File: src/rtl/mem_port_arbiter_if.sv
// Bus bundle between the two requesters (CPU data port, debug/loader port),
// the arbiter and the single-port data memory.
interface mem_port_arbiter_if #(
    parameter int unsigned ADDR_W = 32,
    parameter int unsigned DATA_W = 32
);
    logic              cpu_req;
    logic              cpu_we;
    logic [ADDR_W-1:0] cpu_addr;
    logic [DATA_W-1:0] cpu_wdata;
    logic [DATA_W-1:0] cpu_rdata;
    logic              cpu_ack;
    logic              cpu_stall;

    logic              dbg_req;
    logic              dbg_we;
    logic [ADDR_W-1:0] dbg_addr;
    logic [DATA_W-1:0] dbg_wdata;
    logic [DATA_W-1:0] dbg_rdata;
    logic              dbg_ack;

    logic              mem_rd;
    logic              mem_wr;
    logic [ADDR_W-1:0] mem_addr;
    logic [DATA_W-1:0] mem_wdata;
    logic [DATA_W-1:0] mem_rdata;

    // Arbiter side
    modport slave (
        input  cpu_req, cpu_we, cpu_addr, cpu_wdata,
        output cpu_rdata, cpu_ack, cpu_stall,
        input  dbg_req, dbg_we, dbg_addr, dbg_wdata,
        output dbg_rdata, dbg_ack,
        output mem_rd, mem_wr, mem_addr, mem_wdata,
        input  mem_rdata
    );

    // Requester and memory side
    modport master (
        output cpu_req, cpu_we, cpu_addr, cpu_wdata,
        input  cpu_rdata, cpu_ack, cpu_stall,
        output dbg_req, dbg_we, dbg_addr, dbg_wdata,
        input  dbg_rdata, dbg_ack,
        input  mem_rd, mem_wr, mem_addr, mem_wdata,
        output mem_rdata
    );
endinterface

File: src/rtl/mem_port_arbiter.sv
// Two-port arbiter for the single-port data memory: grants CPU or debug port,
// sequences the access with WAIT_CYCLES wait states and pulses a one-cycle ack.
module mem_port_arbiter #(
    parameter int unsigned ADDR_W       = 32,
    parameter int unsigned DATA_W       = 32,
    parameter int unsigned WAIT_CYCLES  = 1,
    parameter int unsigned CPU_PRIORITY = 0
) (
    input  logic                 i_clk,
    input  logic                 i_rst,
    mem_port_arbiter_if.slave    bus,
    output logic                 o_busy,
    output logic                 o_owner
);

    localparam int unsigned CNT_W = $clog2(WAIT_CYCLES + 2);
    localparam logic        RR    = (CPU_PRIORITY == 0);

    localparam logic [1:0] S_IDLE   = 2'd0;
    localparam logic [1:0] S_ACCESS = 2'd1;
    localparam logic [1:0] S_ACK    = 2'd2;

    logic [1:0]        r_state;
    logic              r_owner;
    logic              r_we;
    logic [CNT_W-1:0]  r_cnt;
    logic [ADDR_W-1:0] r_mem_addr;
    logic [DATA_W-1:0] r_mem_wdata;
    logic              r_mem_rd;
    logic              r_mem_wr;
    logic              r_cpu_ack;
    logic              r_dbg_ack;
    logic [DATA_W-1:0] r_cpu_rdata;
    logic [DATA_W-1:0] r_dbg_rdata;
    logic              r_busy;

    logic [1:0]        w_state_nx;
    logic              w_owner_nx;
    logic              w_we_nx;
    logic [CNT_W-1:0]  w_cnt_nx;
    logic [ADDR_W-1:0] w_addr_nx;
    logic [DATA_W-1:0] w_wdata_nx;
    logic              w_mem_rd_nx;
    logic              w_mem_wr_nx;
    logic              w_cpu_ack_nx;
    logic              w_dbg_ack_nx;
    logic [DATA_W-1:0] w_cpu_rdata_nx;
    logic [DATA_W-1:0] w_dbg_rdata_nx;
    logic              w_busy_nx;
    logic              w_pick_dbg;
    logic              w_last_cycle;

    // On a tie the debug port wins only in round-robin mode when the CPU was last served
    assign w_pick_dbg   = bus.dbg_req & (~bus.cpu_req | (RR & ~r_owner));
    assign w_last_cycle = (r_cnt == '0);

    // State register
    always_ff @(posedge i_clk) begin
        if (i_rst) begin
            r_state <= S_IDLE;
        end else begin
            r_state <= w_state_nx;
        end
    end

    // Next-state, latched request copy and registered outputs
    always_comb begin
        w_state_nx     = r_state;
        w_owner_nx     = r_owner;
        w_we_nx        = r_we;
        w_cnt_nx       = r_cnt;
        w_addr_nx      = r_mem_addr;
        w_wdata_nx     = r_mem_wdata;
        w_cpu_ack_nx   = 1'b0;
        w_dbg_ack_nx   = 1'b0;
        w_cpu_rdata_nx = r_cpu_rdata;
        w_dbg_rdata_nx = r_dbg_rdata;

        case (r_state)
            S_IDLE: begin
                if (bus.cpu_req || bus.dbg_req) begin
                    w_state_nx = S_ACCESS;
                    w_owner_nx = w_pick_dbg;
                    w_we_nx    = w_pick_dbg ? bus.dbg_we    : bus.cpu_we;
                    w_addr_nx  = w_pick_dbg ? bus.dbg_addr  : bus.cpu_addr;
                    w_wdata_nx = w_pick_dbg ? bus.dbg_wdata : bus.cpu_wdata;
                    w_cnt_nx   = CNT_W'(WAIT_CYCLES);
                end
            end
            S_ACCESS: begin
                if (w_last_cycle) begin
                    w_state_nx = S_ACK;
                    if (!r_we) begin
                        if (r_owner) begin
                            w_dbg_rdata_nx = bus.mem_rdata;
                        end else begin
                            w_cpu_rdata_nx = bus.mem_rdata;
                        end
                    end
                    w_cpu_ack_nx = ~r_owner;
                    w_dbg_ack_nx = r_owner;
                end else begin
                    w_cnt_nx = r_cnt - CNT_W'(1);
                end
            end
            S_ACK: begin
                w_state_nx = S_IDLE;
            end
            default: begin
                w_state_nx = S_IDLE;
            end
        endcase

        // Strobes are registered one cycle ahead so they line up with the ACCESS cycles
        w_busy_nx   = (w_state_nx != S_IDLE);
        w_mem_rd_nx = (w_state_nx == S_ACCESS) & ~w_we_nx;
        w_mem_wr_nx = (w_state_nx == S_ACCESS) & w_we_nx & (w_cnt_nx == '0);
    end

    // Datapath and output registers
    always_ff @(posedge i_clk) begin
        if (i_rst) begin
            r_owner     <= 1'b1;
            r_we        <= 1'b0;
            r_cnt       <= '0;
            r_mem_addr  <= '0;
            r_mem_wdata <= '0;
            r_mem_rd    <= 1'b0;
            r_mem_wr    <= 1'b0;
            r_cpu_ack   <= 1'b0;
            r_dbg_ack   <= 1'b0;
            r_cpu_rdata <= '0;
            r_dbg_rdata <= '0;
            r_busy      <= 1'b0;
        end else begin
            r_owner     <= w_owner_nx;
            r_we        <= w_we_nx;
            r_cnt       <= w_cnt_nx;
            r_mem_addr  <= w_addr_nx;
            r_mem_wdata <= w_wdata_nx;
            r_mem_rd    <= w_mem_rd_nx;
            r_mem_wr    <= w_mem_wr_nx;
            r_cpu_ack   <= w_cpu_ack_nx;
            r_dbg_ack   <= w_dbg_ack_nx;
            r_cpu_rdata <= w_cpu_rdata_nx;
            r_dbg_rdata <= w_dbg_rdata_nx;
            r_busy      <= w_busy_nx;
        end
    end

    assign bus.mem_rd    = r_mem_rd;
    assign bus.mem_wr    = r_mem_wr;
    assign bus.mem_addr  = r_mem_addr;
    assign bus.mem_wdata = r_mem_wdata;
    assign bus.cpu_ack   = r_cpu_ack;
    assign bus.dbg_ack   = r_dbg_ack;
    assign bus.cpu_rdata = r_cpu_rdata;
    assign bus.dbg_rdata = r_dbg_rdata;
    assign bus.cpu_stall = bus.cpu_req & ~r_cpu_ack;
    assign o_busy        = r_busy;
    assign o_owner       = r_owner;

endmodule

File: src/flat_wrapper.sv
// flat-port wrapper written by rule: the top's interface ports become plain ports
module mem_port_arbiter_flat 
#(
    parameter int unsigned ADDR_W       = 32,
    parameter int unsigned DATA_W       = 32,
    parameter int unsigned WAIT_CYCLES  = 1,
    parameter int unsigned CPU_PRIORITY = 0
)
  (i_clk, i_rst, o_busy, o_owner, bus_cpu_req, bus_cpu_we, bus_cpu_addr, bus_cpu_wdata, bus_cpu_rdata, bus_cpu_ack, bus_cpu_stall, bus_dbg_req, bus_dbg_we, bus_dbg_addr, bus_dbg_wdata, bus_dbg_rdata, bus_dbg_ack, bus_mem_rd, bus_mem_wr, bus_mem_addr, bus_mem_wdata, bus_mem_rdata);
  mem_port_arbiter_if #(.ADDR_W(ADDR_W), .DATA_W(DATA_W)) bus_i ();
  input  logic i_clk;
  input  logic i_rst;
  output logic o_busy;
  output logic o_owner;
  input wire logic [$bits(bus_i.cpu_req)-1:0] bus_cpu_req;
  input wire logic [$bits(bus_i.cpu_we)-1:0] bus_cpu_we;
  input wire logic [$bits(bus_i.cpu_addr)-1:0] bus_cpu_addr;
  input wire logic [$bits(bus_i.cpu_wdata)-1:0] bus_cpu_wdata;
  output wire logic [$bits(bus_i.cpu_rdata)-1:0] bus_cpu_rdata;
  output wire logic [$bits(bus_i.cpu_ack)-1:0] bus_cpu_ack;
  output wire logic [$bits(bus_i.cpu_stall)-1:0] bus_cpu_stall;
  input wire logic [$bits(bus_i.dbg_req)-1:0] bus_dbg_req;
  input wire logic [$bits(bus_i.dbg_we)-1:0] bus_dbg_we;
  input wire logic [$bits(bus_i.dbg_addr)-1:0] bus_dbg_addr;
  input wire logic [$bits(bus_i.dbg_wdata)-1:0] bus_dbg_wdata;
  output wire logic [$bits(bus_i.dbg_rdata)-1:0] bus_dbg_rdata;
  output wire logic [$bits(bus_i.dbg_ack)-1:0] bus_dbg_ack;
  output wire logic [$bits(bus_i.mem_rd)-1:0] bus_mem_rd;
  output wire logic [$bits(bus_i.mem_wr)-1:0] bus_mem_wr;
  output wire logic [$bits(bus_i.mem_addr)-1:0] bus_mem_addr;
  output wire logic [$bits(bus_i.mem_wdata)-1:0] bus_mem_wdata;
  input wire logic [$bits(bus_i.mem_rdata)-1:0] bus_mem_rdata;
  assign bus_i.cpu_req = bus_cpu_req;
  assign bus_i.cpu_we = bus_cpu_we;
  assign bus_i.cpu_addr = bus_cpu_addr;
  assign bus_i.cpu_wdata = bus_cpu_wdata;
  assign bus_cpu_rdata = bus_i.cpu_rdata;
  assign bus_cpu_ack = bus_i.cpu_ack;
  assign bus_cpu_stall = bus_i.cpu_stall;
  assign bus_i.dbg_req = bus_dbg_req;
  assign bus_i.dbg_we = bus_dbg_we;
  assign bus_i.dbg_addr = bus_dbg_addr;
  assign bus_i.dbg_wdata = bus_dbg_wdata;
  assign bus_dbg_rdata = bus_i.dbg_rdata;
  assign bus_dbg_ack = bus_i.dbg_ack;
  assign bus_mem_rd = bus_i.mem_rd;
  assign bus_mem_wr = bus_i.mem_wr;
  assign bus_mem_addr = bus_i.mem_addr;
  assign bus_mem_wdata = bus_i.mem_wdata;
  assign bus_i.mem_rdata = bus_mem_rdata;
  mem_port_arbiter #(.ADDR_W(ADDR_W), .DATA_W(DATA_W), .WAIT_CYCLES(WAIT_CYCLES), .CPU_PRIORITY(CPU_PRIORITY)) u_core (.i_clk(i_clk), .i_rst(i_rst), .bus(bus_i), .o_busy(o_busy), .o_owner(o_owner));
endmodule
File: config.mk
export PLATFORM = sky130hd
export DESIGN_NAME = mem_port_arbiter_flat
export DESIGN_NICKNAME = d
export VERILOG_FILES = /design/src/rtl/mem_port_arbiter_if.sv /design/src/rtl/mem_port_arbiter.sv /design/src/flat_wrapper.sv
export SDC_FILE = /design/constraint.sdc
export NUM_CORES = 1
export LEC_CHECK = 0
export BUFFER_PORTS_ARGS = -buffer_cell sky130_fd_sc_hd__buf_2
export CAP_MARGIN = 20
export CORE_AREA = 2 2 117 119
export CTS_CLUSTER_SIZE = 40
export DETAILED_ROUTE_END_ITERATION = 6
export DIE_AREA = 0 0 119 121
export PLACE_DENSITY = 0.79
export SLEW_MARGIN = 20
export SYNTH_ARGS = -nofsm -noshare
export SYNTH_HDL_FRONTEND = slang
export SYNTH_SLANG_ARGS = --single-unit
File: constraint.sdc
create_clock -name i_clk -period 2 [get_ports i_clk]
set_input_delay 0.2 -clock i_clk [delete_from_list [all_inputs] [get_ports i_clk]]
set_output_delay 0.2 -clock i_clk [all_outputs]
set_load 0.02 [all_outputs]
== Word-level counts from Yosys, hierarchy flattened ==
Cells that the tools add are included.
Operators by class
  equal/unequal tests: 2
  reduce and logical (&&, ||, !) cells: 9
  bitwise operators: 13
  muxes and demuxes: 11
  add/subtract/negate cells: 1
Operator list (count)
  $mux 32: 2
  $mux 2: 4
  $pmux 2 s2: 2
  $reduce_and 4->1: 2
  $not 1->1: 7
  $logic_not 2->1: 3
  $and 1x1->1: 5
  $eq 2x1->1 const B: 2
  $mux 1: 3
  $reduce_or 3->1: 1
  $reduce_and 2->1: 1
  $reduce_bool 2->1: 1
  $sub 2x1->2 const B: 1
  $logic_or 1x1->1: 1
  $or 1x1->1: 1
Word-level totals
  bits in registers: 139
  bits of input ports: 166
  output and inout bits: 135
  logic and storage cells: 49

== Depth between registers and ports, before layout ==
Gate-level depths: netlist of run 1.
  depth after elaboration: 8
  gate-level depth with buffers: 6
  gate-level depth less buffers: 3

== Least setup slack after synthesis of run 1 ==
Ideal clock, no wire load.
  path kind: register to register
  start point: reg u_core.r_cnt[0]
  end point: reg u_core.r_cpu_rdata[10], in the netlist u_core.bus.cpu_rdata[10]
  slack: 311 ps
  data arrival time: 1571 ps
  cell stages (with the launch flop): 6
  path buffers: 2
  library setup time: 118 ps
  clock period less this slack: 1689 ps
  required time: 1882 ps
  cell sequence: dfxtp_1 > or4b_1 > or3_1 > buf_6 > buf_12 > mux2i_1
On the way
  word-level cells in the longest chain between the ends: 2
RTL lines
  from (decl): RTL line mem_port_arbiter.sv:26  | logic [CNT_W-1:0] r_cnt;
  from (signal assigned): RTL line mem_port_arbiter.sv:138  | r_cnt <= w_cnt_nx;
  $logic_not 2->1: RTL line mem_port_arbiter.sv:55  | assign w_last_cycle = (r_cnt == '0);
  $reduce_and 4->1 (no source line)
  to (signal assigned): RTL line mem_port_arbiter.sv:145  | r_cpu_rdata <= w_cpu_rdata_nx;
  to (decl): RTL line mem_port_arbiter.sv:33  | logic [DATA_W-1:0] r_cpu_rdata;
No other way between the ends.
A chain may end at the register's enable or synchronous reset.

== Final worst setup path of run 1 ==
  start point: reg u_core.r_cnt[0]
  end point: reg u_core.r_cpu_rdata[8], in the netlist u_core.bus.cpu_rdata[8]
Same word-level chain as after synthesis.

==> run_summary.xml, run 1 <==
<?xml version="1.0" encoding="UTF-8"?>
<metrics>
  <group name="critical_path">
    <metric name="critPathTopFamily" unit="">simple AND/OR/NAND/NOR gates</metric>
    <metric name="critPathBufInv" unit="">1</metric>
    <metric name="worstSetupStartpoint" unit="">u_core.r_cnt[0]$_SDFF_PP0_</metric>
    <metric name="cp_data_arrival_time" unit="ns">2.16</metric>
    <metric name="worst_path_largest_cell_delay" unit="ns">0.56</metric>
    <metric name="ordered_cell_list_for_the_critical_path" unit="">or4b_1 &gt; or3_2 &gt; buf_12 &gt; mux2i_1</metric>
    <metric name="timing.critical_path.to_type" unit="">flip-flop</metric>
    <metric name="startpoint_type" unit="">flip-flop</metric>
    <metric name="timing.setup.critical_path_class" unit="">flip-flop to flip-flop</metric>
    <metric name="timing.rr.start" unit="">u_core.r_cnt[0]$_SDFF_PP0_</metric>
    <metric name="cp_max_fo" unit="">32</metric>
    <metric name="timing.critical_path.slowest_stage_cell" unit="">sky130_fd_sc_hd__or4b_1</metric>
    <metric name="cp.required" unit="ns">2.29</metric>
  </group>
  <group name="cells_and_area">
    <metric name="final_layout_size_suffix_gt1_share" unit="%">37.95</metric>
    <metric name="seqCellArea" unit="µm²">2783</metric>
    <metric name="finish.net_count" unit="">1091</metric>
    <metric name="area_occupied_by_multi_input_gates" unit="µm²">2860</metric>
    <metric name="syn2layout_area_growth" unit="%">37.11</metric>
    <metric name="layout.filler_cells" unit="">1167</metric>
    <metric name="antenna_cells_inserted" unit="">0</metric>
  </group>
  <group name="logic_synthesis">
    <metric name="synthDominantAreaCellType" unit="">sky130_fd_sc_hd__dfxtp_1</metric>
    <metric name="leading_post_synthesis_cells_by_cell_area" unit="">sky130_fd_sc_hd__dfxtp_1 47%, sky130_fd_sc_hd__mux2i_1 11%, sky130_fd_sc_hd__nand2b_1 10%, sky130_fd_sc_hd__a311oi_1 9.5%, sky130_fd_sc_hd__nand2_1 8.1%</metric>
    <metric name="cell_with_the_most_instances_after_synthesis" unit="">sky130_fd_sc_hd__dfxtp_1</metric>
    <metric name="proportion_of_register_bits_with_asynchronous_set_or_reset_after_synthesis" unit="%">0</metric>
    <metric name="ys_top_cells_by_count" unit="">139 x sky130_fd_sc_hd__dfxtp_1, 128 x sky130_fd_sc_hd__nand2_1, 96 x sky130_fd_sc_hd__nand2b_1</metric>
    <metric name="most_used_dff_post_synth" unit="">sky130_fd_sc_hd__dfxtp_1</metric>
    <metric name="number_of_synthesized_flops_with_an_enable_pin" unit="">0</metric>
    <metric name="synth_area" unit="µm²">5923</metric>
    <metric name="synthesis.instances" unit="">652</metric>
    <metric name="synthesis.area_per_instance" unit="µm²">9.085</metric>
    <metric name="synth.yosys.warnings" unit="">0</metric>
    <metric name="netlist.area_leader.share" unit="%">46.98</metric>
    <metric name="ys_seq_area_share" unit="%">46.98</metric>
    <metric name="synth_seq_cells" unit="">139</metric>
    <metric name="synth_cell_type_count" unit="">32</metric>
    <metric name="syn_nets" unit="">818</metric>
  </group>
  <group name="floorplan">
    <metric name="starting_density_of_the_core" unit="%">45.27</metric>
    <metric name="core_region_area" unit="µm²">13090</metric>
    <metric name="chipWidth" unit="µm">119</metric>
    <metric name="die_area" unit="µm²">14400</metric>
    <metric name="boundaryPins" unit="">301</metric>
    <metric name="die_h" unit="µm">121</metric>
    <metric name="floorplan.rows" unit="">42</metric>
  </group>
  <group name="global_route">
    <metric name="pin_count_of_the_biggest_net_entering_global_routing" unit="">66</metric>
    <metric name="grt_antenna_before_repair" unit="">1</metric>
    <metric name="groute.usage.overall" unit="%">23.44</metric>
    <metric name="grt_overflow" unit="">0</metric>
    <metric name="via_count_of_the_first_global_routing_pass" unit="">5492</metric>
    <metric name="grt_pass1_wl" unit="mm">26.97</metric>
  </group>
  <group name="drt">
    <metric name="drc_errors" unit="">0</metric>
    <metric name="via_density_per_instance" unit="">5.091</metric>
    <metric name="vias" unit="">5671</metric>
    <metric name="route.final.wire_length" unit="mm">16.92</metric>
    <metric name="route.detailed.wl_per_inst" unit="µm">15.19</metric>
    <metric name="ant_nets" unit="">0</metric>
    <metric name="detailedRoute.firstIterationViolations" unit="">381</metric>
    <metric name="drtPass1Iterations" unit="">4</metric>
  </group>
  <group name="timing">
    <metric name="worst_pin_slew" unit="ns">0.4648</metric>
    <metric name="timing.clock.skew" unit="ns">0.005470</metric>
    <metric name="max_slew_violation_count" unit="">0</metric>
    <metric name="setup-violations-final" unit="">0</metric>
    <metric name="timing.max_slew.rel_slack" unit="%">69.01</metric>
    <metric name="unrepaired_setup_endpoints_after_global_routing" unit="">no</metric>
    <metric name="final_period_utilization" unit="%">93.42</metric>
    <metric name="timing.fmax" unit="GHz">0.5352</metric>
    <metric name="fin_setup_tns" unit="ns">0</metric>
    <metric name="timing.final.hold_violations" unit="">0</metric>
    <metric name="finalWorstPathRequiredPeriod" unit="ns">1.868</metric>
  </group>
  <group name="worst_hold_path">
    <metric name="hold_crit_path_type" unit="">input port to flip-flop</metric>
    <metric name="hold_path.startpoint" unit="">bus_dbg_wdata[13]</metric>
  </group>
  <group name="power_and_ir_drop">
    <metric name="post-layout-total-power" unit="µW">7746</metric>
    <metric name="power_density" unit="nW/µm²">953.8</metric>
    <metric name="leak_pwr" unit="µW">0.003949</metric>
    <metric name="vdd_drop_max" unit="mV">0.5482</metric>
    <metric name="power.share.combinational" unit="%">22.1</metric>
    <metric name="switchingPower" unit="µW">2326</metric>
    <metric name="switching_share" unit="%">30.02</metric>
    <metric name="intPower" unit="µW">5421</metric>
    <metric name="p_clk_share" unit="%">37.1</metric>
    <metric name="power_frac_seq" unit="%">40.8</metric>
  </group>
  <group name="placement">
    <metric name="placement.io_buffers" unit="">300</metric>
    <metric name="globalplace.congestion" unit="">0.7985</metric>
    <metric name="hpwlAfterDp" unit="mm">11.85</metric>
  </group>
  <group name="status">
    <metric name="status" unit="">finished, final reports clean</metric>
  </group>
  <group name="clock_network">
    <metric name="clock_tree_from_tritoncts" unit="">yes</metric>
    <metric name="cts_resized" unit="">0</metric>
    <metric name="cts_inserted_buffers" unit="">17</metric>
    <metric name="clock_sink_total" unit="">139</metric>
    <metric name="postCtsSetupRepairBufs" unit="">0</metric>
    <metric name="ctsLongestPathBuffers" unit="">2</metric>
    <metric name="clkTransAtPathRegs" unit="ns">0.06</metric>
    <metric name="post_cts_hold_buffer_count" unit="">0</metric>
    <metric name="insertion_delay" unit="ns">0.42</metric>
    <metric name="clock-root-buffer" unit="">sky130_fd_sc_hd__clkbuf_16</metric>
    <metric name="ctsHtreeMaxLevel" unit="">4</metric>
  </group>
  <group name="job">
    <metric name="cap_viol_max_count" unit="">0</metric>
  </group>
</metrics>
==> sequential cells by signal (all words and copies together), names as in the netlist <==
name / cells
u_core.bus.mem_wr: 1
u_core.bus.mem_addr: 32
u_core.bus.cpu_rdata: 32
u_core.bus.mem_rd: 1
u_core.bus.cpu_ack: 1
u_core.bus.dbg_rdata: 32
u_core.o_busy: 1
u_core.r_state: 2
u_core.bus.dbg_ack: 1
u_core.r_cnt: 2
u_core.bus.mem_wdata: 32
u_core.r_we: 1
u_core.o_owner: 1
==> cell usage in the layout (no fill, tap or decap), types with 2 or more instances in the layout <==
cell type | synthesis | routed
sky130_fd_sc_hd__clkinvlp_4 | 0 | 3
sky130_fd_sc_hd__nor3_1 | 3 | 3
sky130_fd_sc_hd__dfxtp_1 | 139 | 139
sky130_fd_sc_hd__mux2i_1 | 64 | 64
sky130_fd_sc_hd__a21oi_1 | 65 | 65
sky130_fd_sc_hd__buf_2 | 2 | 299
sky130_fd_sc_hd__or2_2 | 2 | 2
sky130_fd_sc_hd__a211oi_1 | 2 | 2
sky130_fd_sc_hd__nand2b_1 | 96 | 96
sky130_fd_sc_hd__buf_4 | 3 | 11
sky130_fd_sc_hd__buf_12 | 3 | 7
sky130_fd_sc_hd__clkbuf_16 | 0 | 17
sky130_fd_sc_hd__clkinv_4 | 0 | 3
sky130_fd_sc_hd__or3b_2 | 2 | 2
sky130_fd_sc_hd__nand2_1 | 128 | 128
sky130_fd_sc_hd__nor2_1 | 4 | 3
sky130_fd_sc_hd__clkinv_2 | 0 | 4
sky130_fd_sc_hd__nor2b_1 | 4 | 4
sky130_fd_sc_hd__a311oi_1 | 64 | 64
sky130_fd_sc_hd__clkbuf_1 | 49 | 4
==> power by group through the flow <==
stage	sequential [µW]	combinational (µW)	clock, µW
final	3160	1710	2870
after detailed placement	3220	1720	0
after global routing	3190	1850	3060
after global placement	3210	1700	0
after CTS	3160	1720	2950
after floorplan	3530	752	0
==> layer usage <==
| metal | vias to the layer above | share of wire (%) | GRT usage [%] |
|---|---|---|---|
| met2 | 271 | 48 | 39.15 |
| met3 | 41 | 7.8 | 7.049 |
| met5 | - | 0.041 | 0 |
| met4 | 2 | 3.5 | 11.24 |
| li1 | 2818 | - | - |
| met1 | 2539 | 41 | 27.55 |
==> path summary, 6_finish.rpt <==
path                                                 to  slack [ns]  cells past startpoint
setup / recovery   u_core.bus.cpu_rdata[8]$_SDFFE_PP0P_        0.13                      4
hold / removal    u_core.bus.mem_wdata[13]$_SDFFE_PP0P_        0.04                      3
setup reg to reg   u_core.bus.cpu_rdata[8]$_SDFFE_PP0P_        0.13                      4
hold reg to reg    u_core.bus.dbg_rdata[1]$_SDFFE_PP0P_        0.47                      2
==> stage by stage <==
step | utilization, % | instances | setup WS [ns] | hold WS [ns] | cell area, µm²
finish | 62.07 | 1114 | 0.1315 | 0.04223 | 8122
global route | 62.07 | 1114 | 0.07294 | 0.03897 | 8122
CTS | 62.07 | 1114 | 0.1283 | 0.02359 | 8122
detailed placement | 57.95 | 1082 | 0.1467 | 0.4599 | 7582
global placement | 57.95 | 1082 | 0.1623 | 0.4540 | 7582
floorplan | - | 652 | 0.3111 | 0.3235 | 5923
==> logic make-up after synthesis <==
| family | after synthesis | share of synthesized area [%] |
|---|---|---|
| simple gates | 247 | 20.68 |
| flops | 139 | 46.98 |
| compound gates | 139 | 16.35 |
| mux | 64 | 10.82 |
| buf+inv | 63 | 5.175 |
==> area by class of cell <==
cell class / instances / area share, %
multi-input combinational: 450 / 35.22
sequential: 139 / 34.26
timing repair buffer: 317 / 21.17
clock buffer: 21 / 5.423
tap: 176 / 2.711
clock inverter: 11 / 1.217
==> tightest hold or removal path, stage by stage <==
cell                       delay [ns]
sky130_fd_sc_hd__buf_2           0.09
sky130_fd_sc_hd__nand2_1         0.04
sky130_fd_sc_hd__a311oi_1        0.07
Power figures use the tool's default switching activity.
==> run 2, diff against run 1 <==
--- a/config.mk
+++ b/config.mk
@@ -5,6 +5,7 @@
 export SDC_FILE = /design/constraint.sdc
 export NUM_CORES = 1
 export LEC_CHECK = 0
+export ABC_CLOCK_PERIOD_IN_PS = 2100
 export BUFFER_PORTS_ARGS = -buffer_cell sky130_fd_sc_hd__buf_2
 export CAP_MARGIN = 20
 export CORE_AREA = 2 2 117 119
==> constraint.sdc (replaced) <==
create_clock -name i_clk -period 2.1 [get_ports i_clk]
set_input_delay 0.21 -clock i_clk [delete_from_list [all_inputs] [get_ports i_clk]]
set_output_delay 0.21 -clock i_clk [all_outputs]
set_load 0.02 [all_outputs]
==> run_summary.xml, run 2 (synthesized netlist as in run 1, its figures left out) <==
<?xml version="1.0" encoding="UTF-8"?>
<metrics>
  <group name="clock_network">
    <metric name="cts_inserted_buffers" unit="">17</metric>
    <metric name="ctsHtreeMaxLevel" unit="">4</metric>
    <metric name="clock_sink_total" unit="">139</metric>
    <metric name="clock-root-buffer" unit="">sky130_fd_sc_hd__clkbuf_16</metric>
    <metric name="ctsLongestPathBuffers" unit="">2</metric>
    <metric name="insertion_delay" unit="ns">0.42</metric>
    <metric name="clkTransAtPathRegs" unit="ns">0.06</metric>
    <metric name="clock_tree_from_tritoncts" unit="">yes</metric>
    <metric name="cts_resized" unit="">0</metric>
    <metric name="postCtsSetupRepairBufs" unit="">0</metric>
    <metric name="post_cts_hold_buffer_count" unit="">0</metric>
  </group>
  <group name="critical_path">
    <metric name="startpoint_type" unit="">flip-flop</metric>
    <metric name="cp_data_arrival_time" unit="ns">2.23</metric>
    <metric name="reg_to_reg_setup_timing_slack" unit="ns">0.17</metric>
    <metric name="timing.rr.start" unit="">u_core.r_state[0]$_SDFF_PP0_</metric>
    <metric name="timing.critical_path.slowest_stage_cell" unit="">sky130_fd_sc_hd__or4b_1</metric>
    <metric name="timing.setup.critical_path_class" unit="">flip-flop to flip-flop</metric>
    <metric name="worst_path_largest_cell_delay" unit="ns">0.51</metric>
    <metric name="timing.critical_path.to_type" unit="">flip-flop</metric>
    <metric name="cp_max_fo" unit="">32</metric>
    <metric name="critPathTopFamily" unit="">simple AND/OR/NAND/NOR gates</metric>
    <metric name="rr_worst_depth" unit="">4</metric>
    <metric name="critPathBufInv" unit="">1</metric>
    <metric name="worst_r2r_endpoint" unit="">u_core.bus.cpu_rdata[0]$_SDFFE_PP0P_</metric>
    <metric name="ordered_cell_list_for_the_critical_path" unit="">or4b_1 &gt; or3_2 &gt; buf_12 &gt; mux2i_1</metric>
    <metric name="cp.required" unit="ns">2.39</metric>
  </group>
  <group name="cells_and_area">
    <metric name="antenna_cells_inserted" unit="">0</metric>
    <metric name="layout_commonest_cell" unit="">sky130_fd_sc_hd__buf_2</metric>
    <metric name="final_layout_size_suffix_gt1_share" unit="%">38.31</metric>
    <metric name="syn2layout_area_growth" unit="%">37.79</metric>
    <metric name="most_frequent_cells_in_the_layout" unit="">299 x sky130_fd_sc_hd__buf_2, 139 x sky130_fd_sc_hd__dfxtp_1, 128 x sky130_fd_sc_hd__nand2_1, 96 x sky130_fd_sc_hd__nand2b_1, 65 x sky130_fd_sc_hd__a21oi_1</metric>
    <metric name="final_design_instance_area_without_fill" unit="µm²">8162</metric>
    <metric name="finish.net_count" unit="">1090</metric>
  </group>
  <group name="worst_hold_path">
    <metric name="worst_hold_path.endpoint" unit="">u_core.bus.mem_addr[8]$_SDFFE_PP0P_</metric>
    <metric name="hold_path_depth" unit="">3</metric>
    <metric name="hold_crit_path_type" unit="">input port to flip-flop</metric>
    <metric name="hold_path.startpoint" unit="">bus_dbg_addr[8]</metric>
  </group>
  <group name="timing">
    <metric name="final_period_utilization" unit="%">92.13</metric>
    <metric name="worst_hold_slack" unit="ns">0.04784</metric>
    <metric name="timing.final.hold_violations" unit="">0</metric>
    <metric name="timing.fmax" unit="GHz">0.5168</metric>
    <metric name="max_slew_violation_count" unit="">0</metric>
    <metric name="worst_pin_slew" unit="ns">0.6943</metric>
    <metric name="timing.clock.skew" unit="ns">0.01136</metric>
    <metric name="finalWorstPathRequiredPeriod" unit="ns">1.935</metric>
    <metric name="timing.max_slew.rel_slack" unit="%">53.72</metric>
    <metric name="unrepaired_setup_endpoints_after_global_routing" unit="">no</metric>
    <metric name="fin_setup_tns" unit="ns">0</metric>
    <metric name="setup-violations-final" unit="">0</metric>
  </group>
  <group name="drt">
    <metric name="drtPass1Iterations" unit="">4</metric>
    <metric name="route.final.wire_length" unit="mm">17.04</metric>
    <metric name="detailedRoute.firstIterationViolations" unit="">377</metric>
    <metric name="ant_nets" unit="">0</metric>
    <metric name="via_density_per_instance" unit="">5.098</metric>
    <metric name="route.detailed.wl_per_inst" unit="µm">15.31</metric>
    <metric name="drc_errors" unit="">0</metric>
    <metric name="vias" unit="">5674</metric>
  </group>
  <group name="floorplan">
    <metric name="floorplan.rows" unit="">42</metric>
    <metric name="die_area" unit="µm²">14400</metric>
    <metric name="boundaryPins" unit="">301</metric>
    <metric name="core_region_area" unit="µm²">13090</metric>
    <metric name="die_h" unit="µm">121</metric>
    <metric name="starting_density_of_the_core" unit="%">45.27</metric>
    <metric name="chipWidth" unit="µm">119</metric>
  </group>
  <group name="global_route">
    <metric name="grt_pass1_wl" unit="mm">27.04</metric>
    <metric name="pin_count_of_the_biggest_net_entering_global_routing" unit="">69</metric>
    <metric name="groute.usage.overall" unit="%">23.56</metric>
    <metric name="grt_overflow" unit="">0</metric>
    <metric name="via_count_of_the_first_global_routing_pass" unit="">5463</metric>
    <metric name="grt_antenna_before_repair" unit="">0</metric>
  </group>
  <group name="power_and_ir_drop">
    <metric name="vdd_drop_max" unit="mV">0.4731</metric>
    <metric name="leak_pwr" unit="µW">0.003969</metric>
    <metric name="power_density" unit="nW/µm²">936.1</metric>
  </group>
  <group name="job">
    <metric name="cap_viol_max_count" unit="">0</metric>
  </group>
  <group name="placement">
    <metric name="postPlaceCellArea" unit="µm²">7562</metric>
    <metric name="placement.io_buffers" unit="">300</metric>
    <metric name="hpwlAfterDp" unit="mm">11.91</metric>
    <metric name="globalplace.congestion" unit="">0.7663</metric>
  </group>
  <group name="status">
    <metric name="status" unit="">finished, final reports clean</metric>
  </group>
</metrics>
-- run 2: changes by cell type in the layout (fill, tap and decap cells not counted) --
cell	before	now
sky130_fd_sc_hd__clkbuf_1	4	0
sky130_fd_sc_hd__inv_6	0	4
sky130_fd_sc_hd__clkinv_2	4	1
sky130_fd_sc_hd__buf_12	7	6
sky130_fd_sc_hd__bufinv_16	1	2
sky130_fd_sc_hd__clkbuf_8	0	1
sky130_fd_sc_hd__inv_8	0	1
-- run 2: worst max path at each step --
stage | depth (start not counted) | slack, ns | to | start
after floorplan | 5 | 0.41 | u_core.bus.cpu_rdata[10]$_SDFFE_PP0P_ | u_core.r_cnt[0]$_SDFF_PP0_
after global placement | 4 | 0.23 | u_core.bus.cpu_rdata[1]$_SDFFE_PP0P_ | u_core.r_state[0]$_SDFF_PP0_
after detailed placement | 4 | 0.18 | u_core.bus.cpu_rdata[4]$_SDFFE_PP0P_ | u_core.r_state[0]$_SDFF_PP0_
after CTS | 4 | 0.17 | u_core.bus.cpu_rdata[23]$_SDFFE_PP0P_ | u_core.r_state[0]$_SDFF_PP0_
after global routing | 4 | 0.1 | u_core.bus.cpu_rdata[29]$_SDFFE_PP0P_ | u_core.r_state[0]$_SDFF_PP0_
final | 4 | 0.17 | u_core.bus.cpu_rdata[0]$_SDFFE_PP0P_ | u_core.r_state[0]$_SDFF_PP0_
-- run 2: cell type report --
| type | count | area [µm²] |
|---|---|---|
| tap | 176 | 220.2 |
| fill | 1135 | 4923 |
| clock buffer | 18 | 439.2 |
| sequential | 139 | 2783 |
| timing repair buffer | 316 | 1699 |
| multi-input combinational | 450 | 2860 |
| clock inverter | 14 | 160.2 |
-- run 2: routing by layer --
metal / vias to the layer above / GRT usage (%) / routed length [µm]
li1: 2829 / - / -
met1: 2568 / 27.64 / 6884
met2: 236 / 39.83 / 8271
met3: 41 / 7.096 / 1331
met4: 0 / 10.42 / 552
met5: - / 0 / 0
-- run 2: metrics by stage --
step | util (%) | total power [µW] | setup slack, ns | std cells
finish | 62.37 | 7640 | 0.1652 | 1113
global route | 62.37 | 7983 | 0.09810 | 1113
CTS | 62.37 | 7714 | 0.1716 | 1113
detailed placement | 57.79 | 4687 | 0.1803 | 1081
global placement | 57.79 | 4662 | 0.2332 | 1081
floorplan | - | 4081 | 0.4111 | 652
-- run 2: power by group --
group          switching [µW]  leakage, µW  internal (µW)
Sequential                129      0.00114           2890
Clock                    1210     0.000286           1800
Combinational             967      0.00254            635
-- run 2: worst register-to-register path, stage by stage, from the launching register on --
cell and delay (ns):
sky130_fd_sc_hd__dfxtp_1 0.47, sky130_fd_sc_hd__or4b_1 0.51, sky130_fd_sc_hd__or3_2 0.46, sky130_fd_sc_hd__buf_12 0.20, sky130_fd_sc_hd__mux2i_1 0.17
==> run 3, diff against run 2 <==
--- a/config.mk
+++ b/config.mk
@@ -5,7 +5,7 @@
 export SDC_FILE = /design/constraint.sdc
 export NUM_CORES = 1
 export LEC_CHECK = 0
-export ABC_CLOCK_PERIOD_IN_PS = 2100
+export ABC_CLOCK_PERIOD_IN_PS = 2300
 export BUFFER_PORTS_ARGS = -buffer_cell sky130_fd_sc_hd__buf_2
 export CAP_MARGIN = 20
 export CORE_AREA = 2 2 117 119
==> constraint.sdc (replaced) <==
create_clock -name i_clk -period 2.3 [get_ports i_clk]
set_input_delay 0.23 -clock i_clk [delete_from_list [all_inputs] [get_ports i_clk]]
set_output_delay 0.23 -clock i_clk [all_outputs]
set_load 0.02 [all_outputs]
==> run_summary.xml, run 3 (synthesized netlist as in run 1, its figures left out) <==
<?xml version="1.0" encoding="UTF-8"?>
<metrics>
  <group name="placement">
    <metric name="placement.io_buffers" unit="">300</metric>
    <metric name="hpwlAfterDp" unit="mm">11.97</metric>
    <metric name="numPlacedInstances" unit="">1075</metric>
    <metric name="globalplace.congestion" unit="">0.7659</metric>
  </group>
  <group name="power_and_ir_drop">
    <metric name="intPower" unit="µW">5060</metric>
    <metric name="switching_share" unit="%">29.11</metric>
    <metric name="power.share.combinational" unit="%">20.3</metric>
    <metric name="power_density" unit="nW/µm²">877.0</metric>
    <metric name="vdd_drop_max" unit="mV">0.4338</metric>
    <metric name="p_clk_share" unit="%">41.0</metric>
    <metric name="switchingPower" unit="µW">2077</metric>
    <metric name="power_frac_seq" unit="%">38.7</metric>
    <metric name="leak_pwr" unit="µW">0.003945</metric>
    <metric name="post-layout-total-power" unit="µW">7137</metric>
  </group>
  <group name="clock_network">
    <metric name="cts_resized" unit="">0</metric>
    <metric name="post_cts_hold_buffer_count" unit="">0</metric>
    <metric name="postCtsSetupRepairBufs" unit="">0</metric>
    <metric name="clock_tree_from_tritoncts" unit="">yes</metric>
    <metric name="clkTransAtPathRegs" unit="ns">0.06</metric>
    <metric name="clock_sink_total" unit="">139</metric>
    <metric name="ctsLongestPathBuffers" unit="">2</metric>
    <metric name="cts_inserted_buffers" unit="">17</metric>
    <metric name="insertion_delay" unit="ns">0.42</metric>
    <metric name="ctsHtreeMaxLevel" unit="">4</metric>
    <metric name="clock-root-buffer" unit="">sky130_fd_sc_hd__clkbuf_16</metric>
  </group>
  <group name="critical_path">
    <metric name="rr_worst_depth" unit="">4</metric>
    <metric name="timing.setup.critical_path_class" unit="">flip-flop to flip-flop</metric>
    <metric name="worst_r2r_endpoint" unit="">u_core.bus.cpu_rdata[2]$_SDFFE_PP0P_</metric>
    <metric name="cp_data_arrival_time" unit="ns">2.22</metric>
    <metric name="reg_to_reg_setup_timing_slack" unit="ns">0.37</metric>
    <metric name="timing.critical_path.to_type" unit="">flip-flop</metric>
    <metric name="critPathBufInv" unit="">1</metric>
    <metric name="worst_path_largest_cell_delay" unit="ns">0.50</metric>
    <metric name="timing.critical_path.slowest_stage_cell" unit="">sky130_fd_sc_hd__or4b_1</metric>
    <metric name="timing.rr.start" unit="">u_core.r_state[0]$_SDFF_PP0_</metric>
    <metric name="cp_max_fo" unit="">32</metric>
    <metric name="worstSetupStartpoint" unit="">u_core.r_state[0]$_SDFF_PP0_</metric>
    <metric name="startpoint_type" unit="">flip-flop</metric>
    <metric name="critPathTopFamily" unit="">simple AND/OR/NAND/NOR gates</metric>
    <metric name="cp.required" unit="ns">2.59</metric>
    <metric name="ordered_cell_list_for_the_critical_path" unit="">or4b_1 &gt; or3_2 &gt; buf_12 &gt; mux2i_1</metric>
  </group>
  <group name="drt">
    <metric name="drc_errors" unit="">0</metric>
    <metric name="via_density_per_instance" unit="">5.140</metric>
    <metric name="route.detailed.wl_per_inst" unit="µm">15.58</metric>
    <metric name="ant_nets" unit="">0</metric>
    <metric name="vias" unit="">5690</metric>
    <metric name="route.final.wire_length" unit="mm">17.25</metric>
    <metric name="detailedRoute.firstIterationViolations" unit="">360</metric>
    <metric name="drtPass1Iterations" unit="">4</metric>
  </group>
  <group name="worst_hold_path">
    <metric name="hold_crit_path_type" unit="">input port to flip-flop</metric>
    <metric name="hold_path_depth" unit="">3</metric>
    <metric name="worst_hold_path.endpoint" unit="">u_core.bus.mem_addr[12]$_SDFFE_PP0P_</metric>
    <metric name="hold_path.startpoint" unit="">bus_dbg_addr[12]</metric>
  </group>
  <group name="global_route">
    <metric name="pin_count_of_the_biggest_net_entering_global_routing" unit="">82</metric>
    <metric name="via_count_of_the_first_global_routing_pass" unit="">5336</metric>
    <metric name="groute.usage.overall" unit="%">23.53</metric>
    <metric name="grt_pass1_wl" unit="mm">27.03</metric>
    <metric name="grt_antenna_before_repair" unit="">0</metric>
    <metric name="grt_overflow" unit="">0</metric>
  </group>
  <group name="timing">
    <metric name="timing.max_slew.rel_slack" unit="%">49.41</metric>
    <metric name="final_period_utilization" unit="%">83.79</metric>
    <metric name="timing.fmax" unit="GHz">0.5189</metric>
    <metric name="setup-violations-final" unit="">0</metric>
    <metric name="fin_setup_tns" unit="ns">0</metric>
    <metric name="max_slew_violation_count" unit="">0</metric>
    <metric name="timing.clock.skew" unit="ns">0.009793</metric>
    <metric name="timing.final.hold_violations" unit="">0</metric>
    <metric name="finalWorstPathRequiredPeriod" unit="ns">1.927</metric>
    <metric name="worst_pin_slew" unit="ns">0.7398</metric>
    <metric name="unrepaired_setup_endpoints_after_global_routing" unit="">no</metric>
  </group>
  <group name="cells_and_area">
    <metric name="most_frequent_cells_in_the_layout" unit="">299 x sky130_fd_sc_hd__buf_2, 139 x sky130_fd_sc_hd__dfxtp_1, 128 x sky130_fd_sc_hd__nand2_1, 96 x sky130_fd_sc_hd__nand2b_1, 65 x sky130_fd_sc_hd__a21oi_1</metric>
    <metric name="area_occupied_by_multi_input_gates" unit="µm²">2860</metric>
    <metric name="instances_no_fill" unit="">1107</metric>
    <metric name="seqCellArea" unit="µm²">2783</metric>
    <metric name="layout.filler_cells" unit="">1183</metric>
    <metric name="antenna_cells_inserted" unit="">0</metric>
    <metric name="syn2layout_area_growth" unit="%">37.39</metric>
    <metric name="final_layout_size_suffix_gt1_share" unit="%">37.81</metric>
    <metric name="layout_commonest_cell" unit="">sky130_fd_sc_hd__buf_2</metric>
    <metric name="finish.net_count" unit="">1084</metric>
  </group>
  <group name="job">
    <metric name="cap_viol_max_count" unit="">0</metric>
  </group>
  <group name="floorplan">
    <metric name="starting_density_of_the_core" unit="%">45.27</metric>
    <metric name="core_region_area" unit="µm²">13090</metric>
    <metric name="die_h" unit="µm">121</metric>
    <metric name="floorplan.rows" unit="">42</metric>
    <metric name="chipWidth" unit="µm">119</metric>
    <metric name="die_area" unit="µm²">14400</metric>
    <metric name="boundaryPins" unit="">301</metric>
  </group>
  <group name="status">
    <metric name="status" unit="">finished, final reports clean</metric>
  </group>
</metrics>
==> run 3: changes by cell type in the layout (fill, tap and decap cells not counted) <==
cell	delta
sky130_fd_sc_hd__buf_4	-5
sky130_fd_sc_hd__inv_8	-1
sky130_fd_sc_hd__bufinv_16	+2
sky130_fd_sc_hd__inv_6	-2
sky130_fd_sc_hd__buf_12	-1
sky130_fd_sc_hd__clkinv_4	-1
sky130_fd_sc_hd__clkbuf_1	+1
sky130_fd_sc_hd__clkinvlp_4	+1
==> run 3: how the worst max path moves through the flow <==
stage                                             to  cells after the start  slack [ns]
2_1_floorplan  u_core.bus.cpu_rdata[10]$_SDFFE_PP0P_                      5        0.61
3_3_place_gp   u_core.bus.cpu_rdata[12]$_SDFFE_PP0P_                      4        0.44
3_5_place_dp    u_core.bus.cpu_rdata[0]$_SDFFE_PP0P_                      4        0.37
4_1_cts         u_core.bus.cpu_rdata[2]$_SDFFE_PP0P_                      4        0.37
5_1_grt         u_core.bus.cpu_rdata[4]$_SDFFE_PP0P_                      4        0.30
6_report        u_core.bus.cpu_rdata[2]$_SDFFE_PP0P_                      4        0.37
==> run 3: through the flow <==
stage | util [%] | instance area (µm²) | hold WS, ns | worst slack (ns)
floorplan | - | 5923 | 0.3535 | 0.6111
CTS | 62.19 | 8138 | 0.05481 | 0.3704
finish | 62.19 | 8138 | 0.07371 | 0.3727
global route | 62.19 | 8138 | 0.06330 | 0.2954
global placement | 57.35 | 7505 | 0.4547 | 0.4399
detailed placement | 57.35 | 7505 | 0.4606 | 0.3690
==> run 3: final cells by class <==
type,count,area share [%]
tap,176,2.706
clock inverter,13,2.337
clock buffer,19,5.443
sequential,139,34.19
multi-input combinational,450,35.15
timing repair buffer,310,20.17
==> run 3: power by group through the flow <==
stage               Combinational, µW  Sequential [µW]  Clock (µW)
floorplan                         654             3070           0
global placement                 1440             2800           0
CTS                              1460             2760        2970
detailed placement               1460             2810           0
global route                     1570             2790        3090
finish                           1450             2760        2920
==> run 3: routing by layer <==
layer	track usage, %	wire length [µm]	vias up
met1	27.67	6991	2610
met5	0	0	-
met2	40.52	8643	245
met3	6.438	1194	31
met4	9.747	421	0
li1	-	-	2804
==> run 3: worst min-delay path: cells and delay by family <==
| family | cells | cell delay, ns |
|---|---|---|
| simple gates | 1 | 0.05 |
| buf+inv | 1 | 0.09 |
| compound gates | 1 | 0.07 |
